`src/rtl/logic_arb_pkg.sv`:
```
// Shared opcodes and FSM state encoding for the logic-op arbiter.
package logic_arb_pkg;

  localparam logic [2:0] OP_AND  = 3'b000;
  localparam logic [2:0] OP_OR   = 3'b001;
  localparam logic [2:0] OP_NAND = 3'b010;
  localparam logic [2:0] OP_NOR  = 3'b011;
  localparam logic [2:0] OP_XOR  = 3'b100;
  localparam logic [2:0] OP_XNOR = 3'b101;

  typedef enum logic [1:0] {
    IDLE = 2'd0,
    EXEC = 2'd1,
    DONE = 2'd2
  } state_t;

endpackage

```
`src/rtl/logic_unit.sv`:
```
// Combinational W-wide bitwise logic unit; reserved opcodes yield 0 with err set.
module logic_unit
  import logic_arb_pkg::*;
#(
  parameter int W = 8
) (
  input  logic [W-1:0] a,
  input  logic [W-1:0] b,
  input  logic [2:0]   op,
  output logic [W-1:0] result,
  output logic         err
);

  always_comb begin
    result = '0;
    err    = 1'b0;
    case (op)
      OP_AND:  result = a & b;
      OP_OR:   result = a | b;
      OP_NAND: result = ~(a & b);
      OP_NOR:  result = ~(a | b);
      OP_XOR:  result = a ^ b;
      OP_XNOR: result = ~(a ^ b);
      default: err    = 1'b1;
    endcase
  end

endmodule

```
`src/rtl/logic_op_arbiter.sv`:
```
// Shares one registered logic unit among NREQ requesters; 2-cycle request-to-result.
// Define LOGIC_ARB_RR_EN for round-robin arbitration, otherwise lowest index wins.
module logic_op_arbiter
  import logic_arb_pkg::*;
#(
  parameter int NREQ = 4,
  parameter int W    = 8
) (
  input  logic                     clk,
  input  logic                     rst_n,
  input  logic [NREQ-1:0]          req,
  input  logic [NREQ*W-1:0]        a_in,
  input  logic [NREQ*W-1:0]        b_in,
  input  logic [NREQ*3-1:0]        op_in,
  output logic [NREQ-1:0]          gnt,
  output logic [W-1:0]             o_result,
  output logic                     o_valid,
  output logic [$clog2(NREQ)-1:0]  o_id,
  output logic                     o_err,
  output logic                     busy
);

  localparam int IW = $clog2(NREQ);

  state_t          r_state;
  logic [W-1:0]    r_a;
  logic [W-1:0]    r_b;
  logic [2:0]      r_op;
  logic [IW-1:0]   r_win;
  logic [IW-1:0]   w_win;
  logic [W-1:0]    w_res;
  logic            w_err;

`ifdef LOGIC_ARB_RR_EN
  logic [IW-1:0]       r_ptr;
  logic [2*NREQ-1:0]   w_req2;
  logic [IW-1:0]       w_off;
  logic [IW:0]         w_sum;

  // Rotate req so the pointer position lands at bit 0, then map the offset back.
  always_comb begin
    w_req2 = {req, req} >> r_ptr;
    w_off  = '0;
    for (int k = NREQ - 1; k >= 0; k--) begin
      if (w_req2[k]) w_off = IW'(k);
    end
    w_sum = {1'b0, r_ptr} + {1'b0, w_off};
    if (w_sum >= (IW+1)'(NREQ)) w_sum = w_sum - (IW+1)'(NREQ);
    w_win = w_sum[IW-1:0];
  end
`else
  always_comb begin
    w_win = '0;
    for (int k = NREQ - 1; k >= 0; k--) begin
      if (req[k]) w_win = IW'(k);
    end
  end
`endif

  logic_unit #(.W(W)) u_logic_unit (
    .a      (r_a),
    .b      (r_b),
    .op     (r_op),
    .result (w_res),
    .err    (w_err)
  );

  always_ff @(posedge clk or negedge rst_n) begin
    if (!rst_n) begin
      r_state  <= IDLE;
      r_a      <= '0;
      r_b      <= '0;
      r_op     <= '0;
      r_win    <= '0;
      gnt      <= '0;
      o_result <= '0;
      o_valid  <= 1'b0;
      o_id     <= '0;
      o_err    <= 1'b0;
      busy     <= 1'b0;
`ifdef LOGIC_ARB_RR_EN
      r_ptr    <= '0;
`endif
    end else begin
      o_valid <= 1'b0;
      case (r_state)
        IDLE, DONE: begin
          if (|req) begin
            r_a     <= a_in[w_win*W +: W];
            r_b     <= b_in[w_win*W +: W];
            r_op    <= op_in[w_win*3 +: 3];
            r_win   <= w_win;
            gnt     <= {{(NREQ-1){1'b0}}, 1'b1} << w_win;
            busy    <= 1'b1;
            r_state <= EXEC;
`ifdef LOGIC_ARB_RR_EN
            r_ptr   <= (w_win == IW'(NREQ - 1)) ? '0 : w_win + 1'b1;
`endif
          end else begin
            busy    <= 1'b0;
            r_state <= IDLE;
          end
        end
        EXEC: begin
          gnt      <= '0;
          o_result <= w_res;
          o_err    <= w_err;
          o_id     <= r_win;
          o_valid  <= 1'b1;
          r_state  <= DONE;
        end
        default: begin
          gnt     <= '0;
          busy    <= 1'b0;
          r_state <= IDLE;
        end
      endcase
    end
  end

endmodule

```
`config.mk`:
```
export PLATFORM = sky130hd
export DESIGN_NAME = logic_op_arbiter
export DESIGN_NICKNAME = d
export VERILOG_FILES = /design/src/rtl/logic_arb_pkg.sv /design/src/rtl/logic_unit.sv /design/src/rtl/logic_op_arbiter.sv
export SDC_FILE = /design/constraint.sdc
export NUM_CORES = 1
export LEC_CHECK = 0
export ABC_AREA = 1
export ABC_CLOCK_PERIOD_IN_PS = 2000
export BUFFER_PORTS_ARGS = -buffer_cell sky130_fd_sc_hd__buf_2
export CAP_MARGIN = 20
export CORE_MARGIN = 3
export CORE_UTILIZATION = 45
export CTS_BUF_LIST = sky130_fd_sc_hd__clkbuf_2
export DETAILED_ROUTE_END_ITERATION = 7
export HOLD_SLACK_MARGIN = 0.02
export PLACE_DENSITY = 0.76
export SYNTH_ARGS = -nofsm -noshare
export SYNTH_HDL_FRONTEND = slang
export SYNTH_SLANG_ARGS = --single-unit
```
`constraint.sdc`:
```
create_clock -name clk -period 2 [get_ports clk]
set_input_delay 0.1 -clock clk [delete_from_list [all_inputs] [get_ports clk]]
set_output_delay 0.1 -clock clk [all_outputs]
set_load 0.02 [all_outputs]
```
[Yosys cells after proc, flatten, opt, wreduce, memory -nomap -nowiden]
Cells that the tools add are included.
Storage, ports and cells
  register bits after elaboration: 40
  input port bits: 82
  output and inout bits: 17
  logic and storage cells: 49
Cells by class
  $mul: 1
  eq/ne operators: 8
  shift operators: 4
  mux-type cells: 13
  bitwise gates (word level): 6
  reduce and logical (&&, ||, !) cells: 6
Operators by type and width (count)
  32-bit by 6-bit variable part select with 8-bit output: 2
  8-bit one-hot mux with 6 select lines: 1
  8-bit NOT: 3
  12-bit by 5-bit variable part select with 3-bit output: 1
  8-bit AND: 1
  2-bit two-way mux: 4
  4-bit two-way mux: 2
  8-bit OR: 1
  8-bit XOR: 1
  3-bit by 2-bit == test with 1-bit output (second input constant): 2
  3-bit == test (second input constant): 2
  6-bit OR reduction: 1
  2-bit by 2-bit multiplier with 4-bit output (second input constant): 1
  1-bit two-way mux: 4
  2-bit one-hot mux with 2 select lines: 1
  4-bit OR reduction: 1
  1-bit by 2-bit left shift with 4-bit output (first input constant): 1
  3-bit by 1-bit == test with 1-bit output (second input constant): 1
  3-bit zero test: 1
  2-bit by 1-bit == test with 1-bit output (second input constant): 1
  2-bit == test (second input constant): 1
  2-bit zero test: 1
  2-bit inequality test (second input constant): 1
  1-bit one-hot mux with 2 select lines: 1
  other kinds (2): 2

[Logic depth before layout (Yosys ltp)]
Gate-level depths: netlist (run 1).
  word-level depth: 7
  gate-level depth with buffers: 8
  depth with buffers taken out: 8

[By module]
From an unflattened synthesis (run 1), not the netlist that was laid out.
Unflattened totals
  cells, all modules: 490
  area, all modules: 3148.0 µm²
Modules (own cells, without submodules)
  logic_op_arbiter: instances 1, cells each 338, area each 2361.0 µm², sequential area each 975.9 µm²
  logic_unit: instances 1, cells each 152, area each 787.0 µm², sequential area each 0.0 µm²

[Worst setup path before layout (run 1)]
Ideal clock, no wire load.
  path kind: flip-flop to flip-flop
  start: reg r_a[0]
  end: reg o_result[0]
  setup time: 0.117 ns
  data arrival time: 0.985 ns
  data required time: 1.883 ns
  slack: 0.898 ns
  stages on the path, launching flop included: 9
  buffers on the path: 0
  clock period less this slack: 1.102 ns
  path through: dfrtp_1 inv_1 ha_1 inv_1 nand2_1 nand2_1 nand3_1 nand2_1 nand2_1
Between the ends
  word-level cells in the longest chain between the ends: 3
  elaborated cells on any way between the ends: 7
  those cells by class: mux (1); bitwise (6)
Ends and longest elaborated chain
  start, declared: line logic_op_arbiter.sv:26  | logic [W-1:0] r_a;
  start signal, assigned: line logic_op_arbiter.sv:89  | r_a <= a_in[w_win*W +: W];
  8-bit XOR, or another cell as far along: line logic_unit.sv:22, logic_unit.sv:23
  8-bit NOT, on equally long branches: line logic_unit.sv:23, logic_unit.sv:20, logic_unit.sv:21
  8-bit one-hot mux with 6 select lines (*): line logic_unit.sv:17  | case (op)
  end signal, assigned: line logic_op_arbiter.sv:106  | o_result <= w_res;
  end, declared: line logic_op_arbiter.sv:16  | output logic [W-1:0] o_result,
Every way passes the cells marked *; elsewhere a longest branch is shown, timed or not.
A chain may end at the register's enable or synchronous reset.

[Worst setup path in the final report (run 1)]
  start: in req[0]
  end: reg gnt[1]
Between the ends
  word-level cells in the longest chain between the ends: 4
  elaborated cells on any way between the ends: 6
  those cells by class: eq/ne (1); shift (1); mux (3); reduce/logical (1)
Ends and longest elaborated chain
  start, declared: line logic_op_arbiter.sv:11  | input logic [NREQ-1:0] req,
  2-bit two-way mux: line logic_op_arbiter.sv:55  | if (req[k]) w_win = IW'(k);
  1-bit by 2-bit left shift with 4-bit output: line logic_op_arbiter.sv:93  | gnt <= {{(NREQ-1){1'b0}}, 1'b1} << w_win;
  4-bit two-way mux: line logic_op_arbiter.sv:88  | if (|req) begin
  4-bit two-way mux: line logic_op_arbiter.sv:86  | case (r_state)
  end signal, assigned: line logic_op_arbiter.sv:93
  end, declared: line logic_op_arbiter.sv:15  | output logic [NREQ-1:0] gnt,
Parallel ways exist; a longest one is shown, timed or not. The select of a mux whose other input is x is not followed.

==> results.txt, run 1 <==
CP Launch Type: primary input
Mapped Avg Cell Area: 6.183 sq um
TritonRoute pass-1 iters: 4
HPWL after DPL: 5969 um
initial antenna violation count: 0
unrepaired setup endpoints after global routing: false
Mapped Nets: 577
sequential share of the synthesized area: 32.95%
maxcap violations: 0
Worst Path Arrival: 2220 ps
commonest non-fill, non-tap cell in the layout: nand2_1
final core utilization: 60.98%
crit path kind: in2reg
core area: 6131 sq um
CTS tree: built
Slowest cell on crit path: dlygate4sd3_1
crit-path max FO: 23
Ys Warns: 0
Crit path largest cell delay: 590 ps
DRT antenna net count: 0
main combinational cell family by area after synthesis: simple AND/OR/NAND/NOR gates
# IOs: 99
Worst path depth: 8
share of cells above drive strength 1: 19.90%
CP endpoint kind: register
drt total wl: 7838 um
Worst-Margin Slew: 854.4 ps
post-route setup TNS: 0 ps
CTS buffer count: 5
total global routing overflow: 0
global-route wire length before repair: 13030 um
xor and xnor area share after synthesis: 0%
Tot Pwr: 0.003425 W
most frequent cells in the layout: 143 x nand2_1, 98 x buf_2, 92 x nand3_1
crit-path cells: dlygate4sd3_1, buf_2, nor2_4, inv_2, nor2_1, nand3_1, o31ai_1, dlygate4sd3_1
Max clock buf depth: 2
Hold Path Class: in2reg
DRC violations left: 0
I/O Buffers: 98
die area: 7591 sq um
RePlAce Congestion: 0.8263
diodes inserted: 0
Skew-Pair Late Insertion Delay: 410 ps
leak pwr: 2.351 nW
Die Width: 87.13 um
GR Util All Layers: 21.19%
slew margin rel.: 43.04%
fin crit period: 1851 ps
Yosys cell types: 17
Rows: 28
Worst Skew: 30.08 ps
via count: 3255
Max Fclk: 540.2 MHz
VDD IR max: 873.8 uV
drt wl/cell: 11.82 um
vias in the first global route: 2958
Final Cycle Share: 92.55%
Hold Startpoint: b_in[5]
Die Y: 87.13 um
flops & latches, synth: 39
family with the most delay on the worst path: buffers and inverters
reg-to-reg critical path startpoint: r_state[0]$_DFF_PN0_
count of routing violations after the opening detailed-route iteration: 150
Simple-Gate Fraction of Synth Area: 40.60%
launch point of the worst path: req[0]
Hold Path Depth: 5
CTS sink cnt: 39
R2R depth: 5
dominant cell type by count on the critical path: dlygate4sd3_1
Compound-Gate Fraction of Synth Area: 4.943%
adder-cell area share of the yosys netlist: 6.760%
largest net degree at the start of global routing: 40
clk root buf: clkbuf_2
final setup fails: 0
Cells after Synth: 479
final worst slack: 149.0 ps
starting density of the core: 48.31%
status: complete, no violations
mux cell area share after synthesis: 0%
Mapped Area: 2962 sq um
CP bufs+invs: 4
vias per cell: 4.910
Post-Place Setup Slack: 378.3 ps
Syn-to-layout area delta: 26.24%
Pwr Density: 916.1 nW/um^2
Final nets: 686
required time of the worst setup path: 2370 ps
CTS H-tree lvls: 2
Max Slew Vio Count: 0
Reg clk slew, reported paths: 210 ps
final hold vios: 0
==> worst min-delay path, cell delays in order <==
cell and delay, ps:
buf_2 90, inv_1 50, nand2_1 50, nand3_1 60
a21oi_1 50
==> worst paths after layout <==
| kind | endpoint | slack, ps |
|---|---|---|
| worst max-delay path | gnt[1]$_DFFE_PN0P_ | 150 |
| worst min-delay path | r_b[5]$_DFFE_PN0P_ | 30 |
| worst max register to register | r_b[6]$_DFFE_PN0P_ | 410 |
| worst min register to register | o_result[1]$_DFFE_PN0P_ | 490 |
| max in group asynchronous | r_b[5]$_DFFE_PN0P_ | 1130 |
| min in group asynchronous | busy$_DFFE_PN0N_ | 300 |
==> logic make-up (layout without fill, tap and decap cells) <==
| logic type | count (synthesis) | after routing |
|---|---|---|
| flops | 39 | 39 |
| buf+inv | 110 | 219 |
| fa+ha+maj | 16 | 16 |
| compound gates | 27 | 27 |
| simple gates | 287 | 287 |
==> routing by layer <==
layer,GRT usage (%),share of wire [%]
met5,0,0
met3,3.784,6.2
met1,26.91,44
met4,4.881,1.2
met2,37.34,49
==> layout make-up <==
| type | instances | area [sq um] |
|---|---|---|
| well taps | 75 | 93.84 |
| clock inverters | 2 | 37.54 |
| repair buffers | 123 | 723.2 |
| fillers | 578 | 2392 |
| flip-flops and latches | 39 | 975.9 |
| inverters | 89 | 334.1 |
| clock buffers | 5 | 25.02 |
| multi-input cells | 330 | 1549 |
==> state kept, by name, indices dropped and copies added, names as in the netlist <==
name / cells
o_result: 8
gnt: 4
busy: 1
r_a: 8
r_op: 3
o_err: 1
o_valid: 1
r_b: 8
r_win: 2
r_state: 1
o_id: 2
==> synth_stat cells <==
master	instances	share of area [%]
buf_4	3	0.76
dfrtp_1	39	33
inv_1	87	11
nor2_1	50	6.3
buf_2	10	1.7
nand3_1	92	16
o21ai_0	3	0.51
inv_2	2	0.25
clkbuf_1	8	1.0
nor2_4	1	0.38
a21oi_1	20	3.4
o21ai_2	1	0.30
o31ai_1	2	0.51
nor2_2	1	0.21
o211ai_1	1	0.25
ha_1	16	6.8
nand2_1	143	18
==> power breakdown <==
group          internal [W]  switching [W]
clock              0.000204       0.000262
combinational      0.000673        0.00106
sequential          0.00104       0.000186
total               0.00192        0.00151
==> through the flow <==
step	hold WS [ps]	instances	instance area [sq um]
detailed placement	253.9	638	3496
finish	32.00	663	3739
CTS	22.38	663	3739
floorplan	-195.6	479	2962
global placement	254.7	638	3496
global route	22.79	663	3739
==> what timing repair did <==
item                                   in CTS  in global routing
buffers inserted                            0                  0
hold buffers                               18                  0
endpoints found under the hold margin      55                  0
gates resized for setup                     0                  0
No activity file was read; power rests on OpenSTA's default activity.
==> inputs of run 2 (changes only) <==
==> constraint.sdc (replaced) <==
create_clock -name clk -period 2 [get_ports clk]
set_input_delay 0.3 -clock clk [delete_from_list [all_inputs] [get_ports clk]]
set_output_delay 0.3 -clock clk [all_outputs]
set_load 0.02 [all_outputs]
==> run 2 against run 1 <==
  * Largest power group unchanged
  * Cell area down 3.4%
  * Largest cell class unchanged
  * Cell count is 2.1% lower
  * Count of clock-buffer cells in the layout up 1
  * Total power rose by 3.2%
  * Critical path type is now reg2reg
  * Critical path depth shrank 3
  * Wire length decreased by 6.1%
  * Sequential share of layout area increased by 0.92 points
==> results.txt, run 2 (same netlist as run 1, synthesis figures left out) <==
I/O Buffers: 98
internal power: 0.002032 W
Final Cycle Share: 77.23%
largest registers: o_result: 8 flops, r_a: 8 flops, r_b: 8 flops
post-route setup TNS: 0 ps
Reg clk slew, reported paths: 210 ps
Syn-to-layout area delta: 21.93%
crit-path max FO: 20
most frequent cells in the layout: 143 x nand2_1, 98 x buf_2, 92 x nand3_1
vias in the first global route: 3033
CTS sink cnt: 39
Max clock buf depth: 2
leak pwr: 2.306 nW
Worst Skew: 21.77 ps
combinational group share of total power: 48.1%
CP Launch Type: register
clk root buf: clkbuf_2
Hold Path Class: in2reg
initial antenna violation count: 0
fin crit period: 1545 ps
sw frac: 42.51%
unrepaired setup endpoints after global routing: false
switching power: 0.001503 W
sequential share of power: 34.8%
required time of the worst setup path: 2330 ps
RePlAce Congestion: 0.8615
final setup fails: 0
reg-to-reg critical path startpoint: r_state[0]$_DFF_PN0_
crit path kind: reg2reg
Hold Startpoint: req[0]
drt wl/cell: 11.34 um
TritonRoute pass-1 iters: 4
CTS H-tree lvls: 2
vias per cell: 4.892
post-CTS setup buffers: 0
status: complete, no violations
Die Y: 87.13 um
total global routing overflow: 0
diodes inserted: 0
Final nets: 671
R2R depth: 5
FF-to-FF End: r_a[6]$_DFFE_PN0P_
DRC violations left: 0
# IOs: 99
CTS buffer count: 5
die area: 7591 sq um
slew margin rel.: 44.41%
DRT antenna net count: 0
Max Fclk: 647.5 MHz
Max Slew Vio Count: 0
final core utilization: 58.90%
final hold vios: 0
Skew-Pair Late Insertion Delay: 390 ps
HPWL after DPL: 5834 um
core area: 6131 sq um
Clk pwr share: 17.2%
Hold Path Depth: 2
Post-Layout Cell Count: 649
VDD IR max: 812.1 uV
Worst Path Arrival: 1880 ps
share of cells above drive strength 1: 20.91%
Placed Instances: 640
global-route wire length before repair: 12520 um
via count: 3175
commonest non-fill, non-tap cell in the layout: nand2_1
count of routing violations after the opening detailed-route iteration: 207
Die Width: 87.13 um
Hold Path Sink: gnt[1]$_DFFE_PN0P_
starting density of the core: 48.31%
Rows: 28
r2r setup slk: 460 ps
Pwr Density: 978.8 nW/um^2
largest net degree at the start of global routing: 40
Worst-Margin Slew: 833.8 ps
CTS tree: built
maxcap violations: 0
GR Util All Layers: 20.09%
drt total wl: 7360 um
CP endpoint kind: register
## run 2: cell types whose count changed in the layout (fill, tap and decap cells not counted), sizes merged
cell,previous run,this run
dlygate4sd3,18,1
bufinv,1,2
clkbuf,5,6
buf,105,107
clkinvlp,1,0
## run 2: final cells by class
class | instances | area, sq um
fill | 576 | 2520
sequential | 39 | 975.9
clock inverter | 2 | 60.06
clock buffer | 6 | 30.03
timing repair buffer | 108 | 568.0
multi-input combinational | 330 | 1549
inverter | 89 | 334.1
tap | 75 | 93.84
## run 2: repair_timing
item / in CTS / in global routing
hold buffers: 1 / 0
endpoints found under the hold margin: 31 / 0
gates resized for setup: 0 / 0
## run 2: per-layer routing
metal | vias to the layer above | part of all wire [%] | wire length [um] | track usage (%)
met5 | - | 0 | 0 | 0
met4 | 0 | 0.77 | 57 | 5.439
met3 | 8 | 6.5 | 477 | 3.784
met2 | 107 | 48 | 3558 | 36.02
met1 | 1405 | 44 | 3268 | 24.49
li1 | 1655 | - | - | -
## run 2: power groups by stage
stage / clock network [W] / registers [W] / logic (W)
finish: 0.000607 / 0.00123 / 0.00170
global route: 0.000646 / 0.00126 / 0.00197
CTS: 0.000609 / 0.00123 / 0.00171
detailed placement: 0 / 0.00125 / 0.00169
global placement: 0 / 0.00123 / 0.00165
floorplan: 0 / 0.00136 / 0.00110
## run 2: how the worst max path moves through the flow
stage	startpoint	end	slack, ps	depth (start not counted)
after global routing	r_state[0]$_DFF_PN0_	r_b[5]$_DFFE_PN0P_	290	5
after floorplan	req[3]	r_op[0]$_DFFE_PN0P_	870	7
after CTS	r_state[0]$_DFF_PN0_	r_b[4]$_DFFE_PN0P_	450	5
final	r_state[0]$_DFF_PN0_	r_a[6]$_DFFE_PN0P_	460	5
after detailed placement	req[3]	r_b[4]$_DFFE_PN0P_	470	6
after global placement	req[3]	r_a[7]$_DFFE_PN0P_	520	6
## run 2: critical path: stages, from the launching register on
cell and delay, ps:
dfrtp_1 500, inv_1 200, o21ai_2 90, inv_1 450
nor2_1 90, a21oi_1 150
## run 2: through the flow
stage	cell area, sq um	power (W)	worst slack [ps]	hold slack, ps
after floorplan	2962	0.002452	870.6	4.409
after global placement	3511	0.002880	524.0	444.1
after detailed placement	3511	0.002944	472.3	453.6
after CTS	3611	0.003547	446.6	108.7
after global routing	3611	0.003874	287.3	85.61
final	3611	0.003534	455.5	120.4
==> inputs of run 3 (changes only) <==
Settings changed: ABC_AREA 1 to 0, ABC_CLOCK_PERIOD_IN_PS 2000 to 1500, PLACE_DENSITY 0.76 to 0.75.
Clock period 2 ns to 1.5 ns, I/O delays scaled along.
==> run 3 against run 2 <==
  * The flow now finishes with violations (negative setup slack)
  * Highest routed layer unchanged
  * Count of clock-buffer cells in the layout unchanged
  * Critical path depth did not move
  * Sequential share of layout area is 2.4 points lower
  * Worst hold slack better by 80 ps
  * Combinational power is 37% higher
  * Core utilization rose by 2.4 points
  * Area after synthesis increased by 2.7%
==> results.txt, run 3 <==
status: finished with violations
failing checks: negative setup slack
Die Width: 88.23 um
core area: 6459 sq um
Mapped Nets: 467
I/O Buffers: 98
CTS tree: built
commonest non-fill, non-tap cell in the layout: buf_2
fin crit period: 1503 ps
Yosys cell types: 30
top-area cell type share of the netlist area: 32.07%
DRT antenna net count: 0
FILL cells: 577
CTS buffer count: 5
Worst Skew: 10.09 ps
count of routing violations after the opening detailed-route iteration: 129
final worst slack: -3.001 ps
via count: 2949
Skew-Pair Late Insertion Delay: 370 ps
die area: 7785 sq um
sequential share of power: 34.5%
starting density of the core: 47.11%
Clk pwr share: 16.6%
largest net degree at the start of global routing: 44
most common flop cell mapped by yosys: dfrtp_1
Die Y: 88.23 um
clk root buf: clkbuf_2
Final nets: 572
CTS sink cnt: 39
Post-Layout Cell Count: 552
vias per cell: 5.342
dominant cells by area after synthesis: dfrtp_1 32%, a21oi_1 6.7%, ha_1 6.6%
HPWL after DPL: 5806 um
share of flip-flops with an asynchronous set or reset: 100.0%
Pwr Density: 1203 nW/um^2
VDD IR max: 471.4 uV
crit path kind: reg2reg
Syn-to-layout area delta: 30.06%
most frequent cells in the layout: 98 x buf_2, 41 x a21oi_1, 39 x dfrtp_1
sw frac: 38.06%
Mapped Avg Cell Area: 8.246 sq um
leading area contributor after synthesis: dfrtp_1
RePlAce Congestion: 0.8420
leak pwr: 1.993 nW
slew margin rel.: 68.10%
switching power: 0.001812 W
synth cell count leaders: 41 x a21oi_1, 39 x dfrtp_1, 38 x inv_1
internal power: 0.002949 W
CP Launch Type: register
crit-path max FO: 2
DRC violations left: 0
CTS H-tree lvls: 2
Cells after Synth: 369
Mapped Area: 3043 sq um
final setup fails: 1
Max Fclk: 665.3 MHz
flops & latches, synth: 39
diodes inserted: 0
post-route setup TNS: -3.001 ps
Ys Warns: 0
Hold Path Class: in2reg
Max clock buf depth: 2
initial antenna violation count: 0
required time of the worst setup path: 1810 ps
largest registers: o_result: 8 flops, r_a: 8 flops, r_b: 8 flops
count leader, synth: a21oi_1
CP endpoint kind: register
Post-DP Area: 3676 sq um
maxcap violations: 0
Final Cycle Share: 100.2%
EDFF count, synth: 0
Worst-Margin Slew: 478.5 ps
Placed Instances: 534
global-route wire length before repair: 12240 um
unrepaired setup endpoints after global routing: true
Rows: 29
Worst Path Arrival: 1810 ps
combinational group share of total power: 48.9%
drt total wl: 7537 um
GR Util All Layers: 19.53%
share of cells above drive strength 1: 36.21%
final hold vios: 0
Max Slew Vio Count: 0
sequential share of the synthesized area: 32.07%
drt wl/cell: 13.65 um
Final Cell Area: 3958 sq um
TritonRoute pass-1 iters: 4
total global routing overflow: 0
# IOs: 99
Reg clk slew, reported paths: 190 ps
vias in the first global route: 2685
==> run 3: path summary, 6_finish.rpt <==
path | start | endpoint | slack (ps) | cells past startpoint
worst max-delay path | r_a[7]$_DFFE_PN0P_ | o_result[7]$_DFFE_PN0P_ | -3 | 5
worst min-delay path | b_in[1] | r_b[1]$_DFFE_PN0P_ | 200 | 4
worst min register to register | r_win[1]$_DFFE_PN0P_ | r_win[1]$_DFFE_PN0P_ | 510 | 1
worst max register to register | r_a[7]$_DFFE_PN0P_ | o_result[7]$_DFFE_PN0P_ | -3 | 5
max in group asynchronous | rst_n | gnt[1]$_DFFE_PN0P_ | 720 | 3
min in group asynchronous | rst_n | r_op[0]$_DFFE_PN0P_ | 310 | 2
==> run 3: metrics by stage <==
| step | hold WS, ps | setup WS, ps | util [%] | total power, W |
|---|---|---|---|---|
| CTS | 181.4 | 1.701 | 59.28 | 0.004583 |
| floorplan | -70.59 | 47.51 | - | 0.002996 |
| detailed placement | 207.3 | -2.078 | 56.92 | 0.003709 |
| global placement | 205.6 | 44.72 | 56.92 | 0.003643 |
| finish | 200.5 | -3.001 | 61.27 | 0.004760 |
| global route | 174.2 | -20.17 | 61.27 | 0.005163 |
==> run 3: kinds of logic (layout without fill, tap and decap cells) <==
family	Yosys count	in the layout	synth area share, %
compound gates	120	120	24.47
xor+xnor	8	8	2.303
fa+ha+maj	16	16	6.579
buf+inv	72	178	10.32
flops	39	39	32.07
mux	2	2	0.7401
simple gates	112	112	23.52
==> run 3: worst max-delay path, cell delays in order, from the launching register on <==
cell and delay, ps:
dfrtp_1 400, inv_2 40, ha_1 180, and2_4 150, or4_4 480, a41oi_2 200
==> run 3: layout make-up <==
| cell class | count | area [sq um] | share of cell area [%] |
|---|---|---|---|
| multi-input cells | 258 | 1867 | 47.17 |
| flip-flops and latches | 39 | 975.9 | 24.66 |
| repair buffers | 132 | 785.8 | 19.85 |
| inverters | 38 | 142.6 | 3.604 |
| well taps | 77 | 96.34 | 2.434 |
| clock inverters | 2 | 60.06 | 1.518 |
| clock buffers | 6 | 30.03 | 0.7588 |
==> run 3: layer usage <==
layer  track usage, %  wire [um]  vias up
met5                0          0        -
met4            5.907        107        0
met3            2.980        485       10
met2            31.54       3457      102
met1            27.17       3486     1333
li1                 -          -     1504
==> run 3: power groups by stage <==
stage / clock, W / combinational, W / sequential (W)
final: 0.000791 / 0.00233 / 0.00164
after global routing: 0.000861 / 0.00261 / 0.00170
after CTS: 0.000807 / 0.00214 / 0.00164
after detailed placement: 0 / 0.00204 / 0.00167
after global placement: 0 / 0.00198 / 0.00166
after floorplan: 0 / 0.00119 / 0.00181
==> run 3: timing repair <==
item,in CTS,in global routing
gates cloned,0,0
pin swaps,3,9
hold buffers,1,0
setup endpoints to repair,5,7
hold endpoints to repair,20,0
gates resized for setup,4,23
setup buffers,3,6
